<file path="src/rtl/nes_pkg.sv">
// Shared NES pad definitions: button bit positions, sequencer/FSM states,
// and the duplicated-byte word format used on the Ethernet link.
package nes_pkg;

    localparam int BTN_A      = 0;
    localparam int BTN_B      = 1;
    localparam int BTN_SELECT = 2;
    localparam int BTN_START  = 3;
    localparam int BTN_UP     = 4;
    localparam int BTN_DOWN   = 5;
    localparam int BTN_LEFT   = 6;
    localparam int BTN_RIGHT  = 7;

    typedef enum logic [2:0] {
        ST_IDLE,
        ST_LATCH,
        ST_LOW,
        ST_HIGH,
        ST_UPDATE,
        ST_TX
    } nes_state_e;

    // Receiver only accepts a word whose two bytes agree.
    function automatic logic [15:0] pack_word(input logic [7:0] btn);
        return {btn, btn};
    endfunction

endpackage

</file>
<file path="src/rtl/nes_shift_timer.sv">
// Latch/pulse sequencer for one NES pad scan: latch, then 8 samples taken at
// the end of each pulse-low phase (7 pulses between them).
module nes_shift_timer
    import nes_pkg::*;
#(
    parameter int LATCH_CYCLES = 600,
    parameter int HALF_CYCLES  = 300
) (
    input  logic       clk,
    input  logic       rst_n,
    input  logic       i_start,
    input  logic       i_sync_data,
    output logic       o_latch,
    output logic       o_pulse,
    output logic       o_done,
    output logic [7:0] o_shift
);

    localparam int MAXC = (LATCH_CYCLES > HALF_CYCLES) ? LATCH_CYCLES : HALF_CYCLES;
    localparam int CW   = $clog2(MAXC) + 1;

    nes_state_e     r_state, w_next;
    logic [CW-1:0]  r_cnt;
    logic [2:0]     r_k;
    logic [7:0]     r_shift;
    logic           w_last_latch, w_last_half;

    assign w_last_latch = (r_cnt == CW'(LATCH_CYCLES - 1));
    assign w_last_half  = (r_cnt == CW'(HALF_CYCLES - 1));

    always_ff @(posedge clk or negedge rst_n) begin
        if (!rst_n) r_state <= ST_IDLE;
        else        r_state <= w_next;
    end

    always_comb begin
        w_next = r_state;
        case (r_state)
            ST_IDLE:  if (i_start) w_next = ST_LATCH;
            ST_LATCH: if (w_last_latch) w_next = ST_LOW;
            ST_LOW:   if (w_last_half) w_next = (r_k == 3'd7) ? ST_IDLE : ST_HIGH;
            ST_HIGH:  if (w_last_half) w_next = ST_LOW;
            default:  w_next = ST_IDLE;
        endcase
    end

    always_ff @(posedge clk or negedge rst_n) begin
        if (!rst_n) begin
            r_cnt   <= '0;
            r_k     <= '0;
            r_shift <= '0;
        end else begin
            case (r_state)
                ST_LATCH: r_cnt <= w_last_latch ? '0 : r_cnt + CW'(1);
                ST_LOW: begin
                    if (w_last_half) begin
                        // Pad data is active-low; store pressed as 1.
                        r_shift[r_k] <= ~i_sync_data;
                        r_cnt        <= '0;
                    end else begin
                        r_cnt <= r_cnt + CW'(1);
                    end
                end
                ST_HIGH: begin
                    if (w_last_half) begin
                        r_k   <= r_k + 3'd1;
                        r_cnt <= '0;
                    end else begin
                        r_cnt <= r_cnt + CW'(1);
                    end
                end
                default: begin
                    r_cnt <= '0;
                    r_k   <= '0;
                end
            endcase
        end
    end

    assign o_latch = (r_state == ST_LATCH);
    assign o_pulse = (r_state == ST_HIGH);
    assign o_done  = (r_state == ST_LOW) && w_last_half && (r_k == 3'd7);
    assign o_shift = r_shift;

endmodule

</file>
<file path="src/rtl/nes_controller_reader.sv">
// Polls an NES pad, detects changes (with keepalive) and streams
// duplicated-byte words to the Ethernet transmit stack.
module nes_controller_reader
    import nes_pkg::*;
#(
    parameter int POLL_CYCLES     = 833_333,
    parameter int LATCH_CYCLES    = 600,
    parameter int HALF_CYCLES     = 300,
    parameter int WORDS           = 8,
    parameter int KEEPALIVE_POLLS = 30
) (
    input  logic        clk,
    input  logic        rst,
    input  logic        data_in,
    output logic        latch,
    output logic        pulse,
    output logic [7:0]  buttons,
    output logic        axiov,
    output logic [15:0] axiod,
    output logic [7:0]  pkt_count
);

    localparam int PW = $clog2(POLL_CYCLES);
    localparam int QW = $clog2(KEEPALIVE_POLLS) + 1;
    localparam int WW = $clog2(WORDS) + 1;

    nes_state_e     r_state, w_next;
    logic [1:0]     r_sync;
    logic [PW-1:0]  r_poll;
    logic           r_pending, r_force;
    logic [7:0]     r_last, r_buttons, r_pkt;
    logic [QW-1:0]  r_quiet;
    logic [WW-1:0]  r_word;
    logic           r_axiov;
    logic [15:0]    r_axiod;
    logic           w_tick, w_start, w_done, w_send;
    logic [7:0]     w_shift;

    always_ff @(posedge clk or negedge rst) begin
        if (!rst) r_sync <= '0;
        else      r_sync <= {r_sync[0], data_in};
    end

    assign w_tick = (r_poll == PW'(POLL_CYCLES - 1));

    always_ff @(posedge clk or negedge rst) begin
        if (!rst)        r_poll <= '0;
        else if (w_tick) r_poll <= '0;
        else             r_poll <= r_poll + PW'(1);
    end

    nes_shift_timer #(
        .LATCH_CYCLES (LATCH_CYCLES),
        .HALF_CYCLES  (HALF_CYCLES)
    ) u_timer (
        .clk         (clk),
        .rst_n       (rst),
        .i_start     (w_start),
        .i_sync_data (r_sync[1]),
        .o_latch     (latch),
        .o_pulse     (pulse),
        .o_done      (w_done),
        .o_shift     (w_shift)
    );

    assign w_send = r_force || (w_shift != r_last) ||
                    (r_quiet == QW'(KEEPALIVE_POLLS - 1));

    always_ff @(posedge clk or negedge rst) begin
        if (!rst) r_state <= ST_IDLE;
        else      r_state <= w_next;
    end

    // ST_LATCH here covers the whole scan; the sub-sequencer owns its phases.
    always_comb begin
        w_next  = r_state;
        w_start = 1'b0;
        case (r_state)
            ST_IDLE: begin
                if (w_tick || r_pending) begin
                    w_next  = ST_LATCH;
                    w_start = 1'b1;
                end
            end
            ST_LATCH:  if (w_done) w_next = ST_UPDATE;
            ST_UPDATE: w_next = w_send ? ST_TX : ST_IDLE;
            ST_TX:     if (r_word == WW'(WORDS - 1)) w_next = ST_IDLE;
            default:   w_next = ST_IDLE;
        endcase
    end

    // A single pending tick is remembered while busy; extra ticks are dropped.
    always_ff @(posedge clk or negedge rst) begin
        if (!rst)                               r_pending <= 1'b0;
        else if (w_start)                       r_pending <= 1'b0;
        else if (w_tick && r_state != ST_IDLE)  r_pending <= 1'b1;
    end

    always_ff @(posedge clk or negedge rst) begin
        if (!rst) begin
            r_force   <= 1'b1;
            r_last    <= '0;
            r_buttons <= '0;
            r_quiet   <= '0;
            r_word    <= '0;
            r_axiov   <= 1'b0;
            r_axiod   <= '0;
            r_pkt     <= '0;
        end else begin
            case (r_state)
                ST_UPDATE: begin
                    r_buttons <= w_shift;
                    if (w_send) begin
                        r_last  <= w_shift;
                        r_quiet <= '0;
                        r_force <= 1'b0;
                        r_word  <= '0;
                        r_axiov <= 1'b1;
                        r_axiod <= pack_word(w_shift);
                    end else begin
                        r_quiet <= r_quiet + QW'(1);
                    end
                end
                ST_TX: begin
                    if (r_word == WW'(WORDS - 1)) begin
                        r_axiov <= 1'b0;
                        r_axiod <= '0;
                        r_pkt   <= r_pkt + 8'd1;
                    end else begin
                        r_word <= r_word + WW'(1);
                    end
                end
                default: ;
            endcase
        end
    end

    assign buttons   = r_buttons;
    assign axiov     = r_axiov;
    assign axiod     = r_axiod;
    assign pkt_count = r_pkt;

endmodule

</file>
<file path="config.mk">
export PLATFORM = sky130hd
export DESIGN_NAME = nes_controller_reader
export DESIGN_NICKNAME = d
export VERILOG_FILES = /design/src/rtl/nes_pkg.sv /design/src/rtl/nes_shift_timer.sv /design/src/rtl/nes_controller_reader.sv
export SDC_FILE = /design/constraint.sdc
export NUM_CORES = 1
export LEC_CHECK = 0
export BUFFER_PORTS_ARGS = -buffer_cell sky130_fd_sc_hd__buf_2
export CORE_ASPECT_RATIO = 1.75
export CORE_MARGIN = 1
export CORE_UTILIZATION = 60
export DETAILED_ROUTE_END_ITERATION = 8
export PLACE_DENSITY = 0.8
export SYNTH_ARGS = -nofsm -noshare
export SYNTH_HDL_FRONTEND = slang
export SYNTH_SLANG_ARGS = --single-unit
</file>
<file path="constraint.sdc">
create_clock -name clk -period 4.8 [get_ports clk]
set_clock_uncertainty 0.05 [all_clocks]
set_input_delay 0.96 -clock clk [delete_from_list [all_inputs] [get_ports clk]]
set_output_delay 0.96 -clock clk [all_outputs]
set_load 0.1 [all_outputs]
</file>
==> results.py, run 1 <==
metrics = {
    "outcome": {
        "status": "completed",
    },
    "cts": {
        "cts_buffers": 9,
        "ctsHtreeMaxLevel": 3,
        "clockBufferDepth": 2,
        "clk_latency_ns": 0.34,
        "clock-sinks": 93,
        "cts_root_buf": "clkbuf_16",
        "ctsResizeCount": 0,
        "ctsHoldBuffers": 0,
        "tritoncts": "built",
        "path_clk_slew_ns": 0.06,
        "cts_setup_buffers": 0,
    },
    "logic_synthesis": {
        "yosysTopAreaCellShare": 0.511,
        "synth.area.mux_share": 0.0214,
        "synthSimpleGateAreaFrac": 0.204,
        "syn-instance-count": 435,
        "synthFlopType": "dfrtp_1",
        "syn_nets": 452,
        "yosys.area_share.adder": 0.0389,
        "yosysWarnings": 0,
        "synth-edff-count": 0,
        "synth_xor_area_frac": 0.0798,
        "synth_seq_cells": 93,
        "post_synth_num_cell_types": 55,
        "avgSynthCellArea_um2": 10.3,
        "synth_area_leaders": "dfrtp_1, xor2_1, ha_1",
        "synth_common_cells": "dfrtp_1, nand2_1, nor2_1",
        "syn_area_um2": 4500,
        "synth-seq-area-share": 0.517,
        "synth.most_common_cell": "dfrtp_1",
        "synthArstFlopShare": 1.00,
        "synth_compound_area_frac": 0.0956,
        "synth_top_cell_by_area": "dfrtp_1",
        "synth_top_family_by_area": "simple AND/OR/NAND/NOR gates",
    },
    "critical_path": {
        "rr_worst_depth": 4,
        "critPathMaxFanout": 4,
        "r2r_start": "r_state[0]$_DFFE_PN0P_",
        "worstSetupEndpoint": "latch",
        "reg2reg_slack_ns": 2.52,
        "critPathRequiredTime_ns": 3.79,
        "startpoint_type": "flop",
        "r2r_end": "r_last[1]$_DFFE_PN0P_",
        "startpoint": "u_timer.r_state[1]$_DFFE_PN0P_",
        "worstPathArrival_ns": 1.52,
        "crit_type": "reg2out",
        "end_kind": "primary output",
    },
    "placement": {
        "dpl.hpwl_mm": 6.21,
        "gp_congestion": 0.805,
        "place_area_um2": 4670,
        "portBuffers": 37,
        "place_inst": 535,
    },
    "die": {
        "ioPinCount": 38,
        "die_area_um2": 7870,
        "die_h_um": 117,
        "core_um2": 7230,
        "die_x_um": 67.5,
        "initial_core_util": 0.622,
        "rows": 41,
    },
    "global_routing": {
        "grt_start_max_net_pins": 73,
        "grt_pass1_vias": 3242,
        "grt_overflow": 0,
        "grt_pass1_wl_mm": 14.7,
        "antenna_found_initial": 0,
        "grtUsageTotal": 0.252,
    },
    "layout": {
        "finalNonFillerCells": 551,
        "drive_above_1_share": 0.144,
        "n_antenna_cell": 0,
        "final_util": 0.693,
        "nFillCells": 531,
        "nets": 477,
        "synthToLayoutAreaGrowth_pct": 11.4,
        "finalInstanceArea_um2": 5010,
    },
    "hold_path": {
        "hold_class": "reg2reg",
    },
    "power_and_ir_drop": {
        "max-vdd-ir-drop_uv": 266,
        "intPower_mw": 1.30,
        "p_clk_frac": 0.504,
        "combPwrFrac": 0.010,
        "cellPowerDensity_nw_per_um2": 322,
        "power_leakage_nw": 2.60,
        "total_power_mw": 1.61,
        "p_seq_frac": 0.486,
        "power_switching_mw": 0.317,
        "swShare": 0.196,
    },
    "route": {
        "postRouteAntennaNets": 0,
        "vias": 3275,
        "dr.pass1.iters": 4,
        "wire_per_inst_um": 16.0,
        "vias_per_cell": 5.94,
        "drt_iter0_markers": 210,
        "drc_errors": 0,
        "drt-total-wl_mm": 8.81,
    },
    "timing": {
        "period_needed_ns": 2.53,
        "fin_crit_sh": 0.528,
        "finalHoldViolCount": 0,
        "slew_headroom": 0.400,
        "tightest_slew_ns": 0.900,
        "rsz0062_at_grt": "false",
        "finalSetupTns_ns": 0,
        "timing.fmax_mhz": 395,
        "finalSetupViolations": 0,
        "slew_violations": 0,
    },
    "flow_run": {
        "max_cap_violations": 0,
    },
}
metrics by stage:
| stage | worst slack (ns) | hold slack [ns] |
|---|---|---|
| 2_1_floorplan | 2.44 | 0.281 |
| 3_3_place_gp | 2.59 | 0.283 |
| 3_5_place_dp | 2.52 | 0.293 |
| 4_1_cts | 2.26 | 0.308 |
| 5_1_grt | 2.19 | 0.318 |
| 6_report | 2.27 | 0.305 |
worst max-delay path, stage by stage, from the launching register on:
cell	delay, ns
dfrtp_1	0.40
inv_1	0.12
ha_1	0.22
buf_2	0.44
area by class of cell:
class	instances	area, um^2	share of cell area
timing repair buffer	38	195	0.0389
multi-input combinational	303	1980	0.395
sequential	93	2330	0.464
tap	86	108	0.0215
clock inverter	7	121	0.0242
inverter	15	56.3	0.0112
clock buffer	9	225	0.0449
cells in the final DEF, fill, tap and decap left out, drive strengths merged, types with 4 or more instances in the layout:
| cell | Yosys | layout |
|---|---|---|
| clkbuf | 9 | 9 |
| nor2 | 44 | 44 |
| buf | 15 | 38 |
| nor2b | 8 | 8 |
| o21ai | 14 | 14 |
| a22o | 10 | 10 |
| dfrtp | 92 | 92 |
| nand4 | 9 | 9 |
| a31oi | 5 | 5 |
| nand2 | 46 | 46 |
| xor2 | 24 | 24 |
| a221o | 4 | 4 |
| and3 | 18 | 18 |
| a211o | 4 | 4 |
| xnor2 | 17 | 17 |
| inv | 15 | 17 |
| nand3 | 23 | 23 |
| a21oi | 7 | 7 |
| mux2i | 4 | 4 |
| mux2 | 5 | 5 |
| nor3 | 7 | 7 |
| ha | 14 | 14 |
cell families after synthesis:
logic type,count (synthesis)
simple gates,179
flops,93
compound gates,60
xor+xnor,41
buf+inv,39
fa+ha+maj,14
mux,9
per-layer routing:
metal | global-route usage | vias to the layer above | share of wire
li1 | - | 1566 | -
met1 | 0.282 | 1633 | 0.40
met2 | 0.431 | 59 | 0.54
met3 | 0.0547 | 17 | 0.029
met4 | 0.138 | 0 | 0.024
met5 | 0 | - | 0
how the worst min path moves through the flow:
| stage | startpoint | endpoint | slack (ns) | depth (start not counted) |
|---|---|---|---|---|
| finish | r_sync[0]$_DFF_PN0_ | r_sync[1]$_DFF_PN0_ | 0.31 | 0 |
| CTS | r_sync[0]$_DFF_PN0_ | r_sync[1]$_DFF_PN0_ | 0.31 | 0 |
| global placement | r_sync[0]$_DFF_PN0_ | r_sync[1]$_DFF_PN0_ | 0.28 | 0 |
| floorplan | r_sync[0]$_DFF_PN0_ | r_sync[1]$_DFF_PN0_ | 0.28 | 0 |
| global route | r_sync[0]$_DFF_PN0_ | r_sync[1]$_DFF_PN0_ | 0.32 | 0 |
| detailed placement | r_sync[0]$_DFF_PN0_ | r_sync[1]$_DFF_PN0_ | 0.29 | 0 |
power groups by stage:
| stage | logic, mW | clock network [mW] | registers [mW] |
|---|---|---|---|
| 2_1_floorplan | 0.000885 | 0 | 0.800 |
| 3_3_place_gp | 0.0167 | 0 | 0.800 |
| 3_5_place_dp | 0.0172 | 0 | 0.800 |
| 4_1_cts | 0.0172 | 0.825 | 0.785 |
| 5_1_grt | 0.0195 | 0.862 | 0.785 |
| 6_report | 0.0160 | 0.813 | 0.785 |
sequential cells by signal (all words and copies together) (netlist names), 2 cells and up:
signal           count
r_word               4
r_poll              20
axiod                8
pkt_count            8
u_timer.r_cnt       11
u_timer.r_state      2
r_last               8
r_state              2
r_quiet              6
r_sync               2
buttons              8
u_timer.o_shift      8
u_timer.r_k          3
Note: power is estimated with default switching activity, not from simulation.
==> run 2, diff against run 1 <==
- ABC_AREA: not set -> 1
- clock period: 4.8 -> 2.6 ns (I/O delays scaled with it)
==> run 2 against run 1 <==
Clock power is 75% higher; sequential share of layout area down 2.0 points; sequential power grew 85%; critical path type unchanged; largest cell class unchanged; largest power group is now registers.
==> results.py, run 2 <==
metrics = {
    "outcome": {
        "status": "completed",
    },
    "global_routing": {
        "grt_pass1_wl_mm": 16.0,
        "antenna_found_initial": 0,
        "grt_start_max_net_pins": 48,
        "grt_overflow": 0,
        "grt_pass1_vias": 3693,
        "grtUsageTotal": 0.263,
    },
    "layout": {
        "nFillCells": 595,
        "final_util": 0.693,
        "nets": 608,
        "multi_input_area_um2": 2000,
        "finalInstanceArea_um2": 5240,
        "regMostFlops": "r_poll",
        "reg_top3": "r_poll (20), u_timer.r_cnt (11)",
        "mostFrequentLayoutCell": "nand2_1",
        "drive_above_1_share": 0.143,
        "layout_common_cells": "nand2_1, dfrtp_1, inv_1, nor2_1, nand3_1",
        "largest_register_ffs": 20,
        "synthToLayoutAreaGrowth_pct": 11.4,
        "ff_latch_area_um2": 2330,
        "finalNonFillerCells": 684,
        "n_antenna_cell": 0,
    },
    "power_and_ir_drop": {
        "intPower_mw": 2.31,
        "cellPowerDensity_nw_per_um2": 554,
        "p_clk_frac": 0.490,
        "power_switching_mw": 0.599,
        "combPwrFrac": 0.011,
        "p_seq_frac": 0.499,
        "max-vdd-ir-drop_uv": 478,
        "swShare": 0.206,
        "power_leakage_nw": 2.72,
    },
    "timing": {
        "timing.fmax_mhz": 475,
        "rsz0062_at_grt": "false",
        "fin_crit_sh": 0.810,
        "finalSetupViolations": 0,
        "finalHoldViolCount": 0,
        "tightest_slew_ns": 0.621,
        "finalSetupTns_ns": 0,
        "whs_ns": 0.140,
        "slew_violations": 0,
        "period_needed_ns": 2.11,
        "slew_headroom": 0.586,
    },
    "logic_synthesis": {
        "synth_compound_area_frac": 0.0436,
        "synth.most_common_cell": "nand2_1",
        "synth_seq_cells": 93,
        "avgSynthCellArea_um2": 8.46,
        "synth-edff-count": 0,
        "yosysWarnings": 0,
        "syn-instance-count": 556,
        "yosys.area_share.adder": 0.0372,
        "synth_top_cell_by_area": "dfrtp_1",
        "synth_top_family_by_area": "simple AND/OR/NAND/NOR gates",
        "synth_common_cells": "nand2_1, dfrtp_1, inv_1",
        "post_synth_num_cell_types": 39,
        "synth_xor_area_frac": 0.0503,
        "synthSimpleGateAreaFrac": 0.289,
        "synth_area_leaders": "dfrtp_1, nand2_1, inv_1",
        "synth.area.mux_share": 0.00452,
        "synthArstFlopShare": 1.00,
        "synthFlopType": "dfrtp_1",
        "synth-seq-area-share": 0.495,
        "yosysTopAreaCellShare": 0.489,
        "syn_area_um2": 4710,
        "syn_nets": 573,
    },
    "placement": {
        "place_area_um2": 4920,
        "dpl.hpwl_mm": 6.77,
        "gp_congestion": 0.826,
        "portBuffers": 37,
        "place_inst": 668,
    },
    "die": {
        "rows": 42,
        "die_h_um": 119,
        "die_x_um": 68.9,
        "core_um2": 7570,
        "initial_core_util": 0.622,
        "ioPinCount": 38,
        "die_area_um2": 8220,
    },
    "route": {
        "drt-total-wl_mm": 9.48,
        "wire_per_inst_um": 13.9,
        "wl_met2_mm": 5.13,
        "top_layer": "met4",
        "vias": 3642,
        "dr.pass1.iters": 5,
        "postRouteAntennaNets": 0,
        "route.met3.wl_um": 335,
        "vias_per_cell": 5.32,
        "drc_errors": 0,
        "wl_met1_mm": 3.71,
        "drt_iter0_markers": 170,
    },
    "critical_path": {
        "end_kind": "primary output",
        "worstPathArrival_ns": 1.54,
        "startpoint_type": "flop",
        "r2r_start": "r_word[0]$_DFFE_PN0P_",
        "slowest_stage": "buf_2",
        "crit_type": "reg2out",
        "startpoint": "u_timer.r_state[1]$_DFFE_PN0P_",
        "critPathMaxFanout": 4,
        "reg2reg_slack_ns": 0.79,
        "rr_worst_depth": 8,
        "cpPeakStageDelay_ns": 0.44,
        "crit_chain": "inv_1, ha_1, buf_2",
        "critPathRequiredTime_ns": 2.03,
    },
    "cts": {
        "path_clk_slew_ns": 0.06,
        "clockBufferDepth": 2,
        "ctsResizeCount": 0,
        "cts_root_buf": "clkbuf_16",
        "tritoncts": "built",
        "ctsHtreeMaxLevel": 3,
        "cts_setup_buffers": 0,
        "ctsHoldBuffers": 0,
        "cts_buffers": 9,
        "clk_latency_ns": 0.35,
        "clock-sinks": 93,
    },
    "hold_path": {
        "hold_class": "in2async",
    },
    "flow_run": {
        "max_cap_violations": 0,
    },
}
[run 2: changes by cell type in the layout (fill, tap and decap cells not counted), sizes merged, moves of 7 or more]
cell	previous run	this run
a22o	10	0
nand2	46	150
nand3	23	49
o21ai	14	21
xnor2	17	9
nor2b	8	0
inv	17	73
and3	18	1
nor2	44	68
[run 2: worst paths after layout]
| check | end |
|---|---|
| min in group clk | r_sync[0]$_DFF_PN0_ |
| hold reg to reg | r_sync[1]$_DFF_PN0_ |
| max in group asynchronous | axiod[8]$_DFFE_PN0P_ |
| hold / removal | r_poll[11]$_DFF_PN0_ |
| setup / recovery | latch |
| setup reg to reg | axiod[8]$_DFFE_PN0P_ |
[run 2: power by group through the flow]
stage	registers, mW	clock network (mW)	logic, mW
finish	1.45	1.42	0.0320
global route	1.45	1.49	0.0387
CTS	1.45	1.45	0.0343
detailed placement	1.48	0	0.0343
global placement	1.48	0	0.0341
floorplan	1.48	0	0.00000386
[run 2: layer usage]
layer / vias up / track usage
li1: 1809 / -
met1: 1719 / 0.282
met2: 87 / 0.456
met3: 27 / 0.0642
met4: 0 / 0.131
met5: - / 0
[run 2: final cells by class]
type                       count  share of cell area
clock inverter                 6              0.0181
timing repair buffer          39              0.0410
sequential                    93               0.444
inverter                      71              0.0508
clock buffer                  10              0.0437
multi-input combinational    377               0.381
tap                           88              0.0210
[run 2: critical path, delay by kind of cell, from the launching register on]
kind	cells	cell delay (ns)
adders and majority gates	1	0.21
DFF	1	0.42
buffers and inverters	2	0.56
[run 2: cell families (layout without fill, tap and decap cells)]
kind of cell	count (synthesis)	in the layout
and+or+nand+nor	295	295
DFF	93	93
buffers and inverters	86	126
AOI/OAI and AO/OA	39	39
muxes	2	2
xor gates and xnor gates	27	27
adders and majority gates	14	14
[run 2: stage by stage]
stage / power, mW / setup WS (ns)
after floorplan: 1.48 / 0.484
after global routing: 2.98 / 0.433
after detailed placement: 1.51 / 0.821
final: 2.90 / 0.494
after CTS: 2.93 / 0.499
after global placement: 1.51 / 0.870
==> run 3, diff against run 2 <==
- CORE_UTILIZATION: 60 -> 54
- PLACE_DENSITY: 0.8 -> 0.76
- clock period: 2.6 -> 1.8 ns (I/O delays scaled with it)
==> run 3 against run 2 <==
Core utilization decreased by 4.0 points; critical endpoint is now r_state[2]$_DFFE_PN0P_; first-iteration DRC count rose by 21%; sequential power grew 45%; global-route usage decreased by 2.3 points; cell count increased by 5.7%; sequential share of layout area shrank 1.7 points; flip-flop and latch count did not move; die area up 11%; routed wire length rose by 4.5%; via count increased by 1.0%; critical path type is now reg2reg.
==> results.py, run 3 (synthesis results as in run 2) <==
metrics = {
    "timing": {
        "slew_violations": 0,
        "fin_crit_sh": 0.942,
        "finalSetupViolations": 0,
        "finalHoldViolCount": 0,
        "whs_ns": 0.0794,
        "rsz0062_at_grt": "false",
        "period_needed_ns": 1.70,
        "tightest_slew_ns": 0.495,
        "slew_headroom": 0.672,
        "timing.fmax_mhz": 590,
        "setup_slack_ns": 0.104,
        "finalSetupTns_ns": 0,
    },
    "placement": {
        "gp_congestion": 0.905,
        "portBuffers": 37,
        "dpl.hpwl_mm": 7.38,
        "pre_cts_ws_ns": 0.0385,
        "place_area_um2": 5070,
    },
    "cts": {
        "cts_setup_buffers": 0,
        "clockBufferDepth": 2,
        "clock-sinks": 93,
        "path_clk_slew_ns": 0.06,
        "tritoncts": "built",
        "clk_latency_ns": 0.34,
        "ctsHtreeMaxLevel": 3,
        "cts_buffers": 9,
        "cts_root_buf": "clkbuf_16",
    },
    "critical_path": {
        "critPathRequiredTime_ns": 1.98,
        "startpoint_type": "flop",
        "crit_top_cell": "nand2_1",
        "worstPathArrival_ns": 1.87,
        "slowest_stage": "dfrtp_1",
        "end_kind": "flop",
        "crit_type": "reg2reg",
        "cpPeakStageDelay_ns": 0.43,
        "critPathMaxFanout": 14,
        "crit_chain": "ha_1, nand3_1, nor2_1, nor2_1, nand2_2, nand2_4, nand2_1, nand2_1, nand2_1",
    },
    "flow_run": {
        "max_cap_violations": 0,
    },
    "route": {
        "wl_met1_mm": 3.68,
        "postRouteAntennaNets": 0,
        "wl_met2_mm": 5.46,
        "drt_iter0_markers": 206,
        "vias": 3679,
        "vias_per_cell": 5.09,
        "wire_per_inst_um": 13.7,
        "top_layer": "met4",
        "dr.pass1.iters": 4,
        "drt-total-wl_mm": 9.91,
        "drc_errors": 0,
        "route.met3.wl_um": 265,
    },
    "layout": {
        "mostFrequentLayoutCell": "nand2_1",
        "layout_common_cells": "nand2_1, dfrtp_1, inv_1, nor2_1, nand3_1",
        "synthToLayoutAreaGrowth_pct": 16.1,
        "nets": 620,
        "multi_input_area_um2": 2020,
        "n_antenna_cell": 0,
        "nFillCells": 675,
        "regMostFlops": "r_poll",
        "ff_latch_area_um2": 2330,
        "largest_register_ffs": 20,
        "finalInstanceArea_um2": 5460,
        "drive_above_1_share": 0.169,
        "reg_top3": "r_poll (20), u_timer.r_cnt (11)",
    },
    "die": {
        "initial_core_util": 0.562,
        "die_x_um": 72.6,
        "rows": 44,
        "die_h_um": 125,
        "ioPinCount": 38,
        "die_area_um2": 9110,
        "core_um2": 8370,
    },
    "power_and_ir_drop": {
        "total_power_mw": 4.38,
        "cellPowerDensity_nw_per_um2": 801,
        "power_leakage_nw": 2.80,
        "max-vdd-ir-drop_uv": 672,
    },
    "global_routing": {
        "antenna_found_initial": 0,
        "grtUsageTotal": 0.241,
        "grt_pass1_vias": 3764,
        "grt_start_max_net_pins": 41,
        "grt_pass1_wl_mm": 16.7,
        "grt_overflow": 0,
    },
    "outcome": {
        "status": "completed",
    },
    "hold_path": {
        "hold_class": "in2reg",
    },
}
run 3: path summary, 6_finish.rpt:
kind                       slack [ns]  cells after the start                   start                endpoint
max                              0.10                      9  r_quiet[0]$_DFFE_PN0P_  r_state[2]$_DFFE_PN0P_
min                              0.08                      1                 data_in     r_sync[0]$_DFF_PN0_
max reg2reg                      0.10                      9  r_quiet[0]$_DFFE_PN0P_  r_state[2]$_DFFE_PN0P_
min reg2reg                      0.31                      0     r_sync[0]$_DFF_PN0_     r_sync[1]$_DFF_PN0_
max in group asynchronous        0.72                      3                     rst     r_force$_DFFE_PN1P_
min in group asynchronous        0.39                      2                     rst    r_poll[13]$_DFF_PN0_
run 3: repair_timing:
item | in CTS | in global routing
endpoints found under the hold margin | 16 | 0
resized for setup | 0 | 4
hold buffers | 1 | 0
endpoints found under the setup margin | 0 | 13
run 3: layout make-up:
type,instances,area share
multi-input combinational,377,0.370
sequential,93,0.427
clock inverter,3,0.0165
tap,115,0.0263
clock buffer,13,0.0495
inverter,71,0.0488
timing repair buffer,51,0.0618
run 3: worst max-delay path: cells and delay by family, from the launching register on:
kind | cells | cell delay [ns]
fa+ha+maj | 1 | 0.23
flops | 1 | 0.43
simple gates | 8 | 0.89
run 3: through the flow:
step	std cells	utilization
global route	723	0.653
detailed placement	706	0.606
floorplan	556	-
global placement	706	0.606
finish	723	0.653
CTS	723	0.651
run 3: where the power goes:
group          switching (mW)  internal [mW]
Clock                   0.757           1.47
Combinational          0.0418         0.0109
Sequential            0.00298           2.09
Total                   0.802           3.57
run 3: layer usage:
metal / track usage / vias to the layer above
met5: 0 / -
met4: 0.137 / 0
met3: 0.0483 / 31
met2: 0.431 / 84
met1: 0.253 / 1735
li1: - / 1829
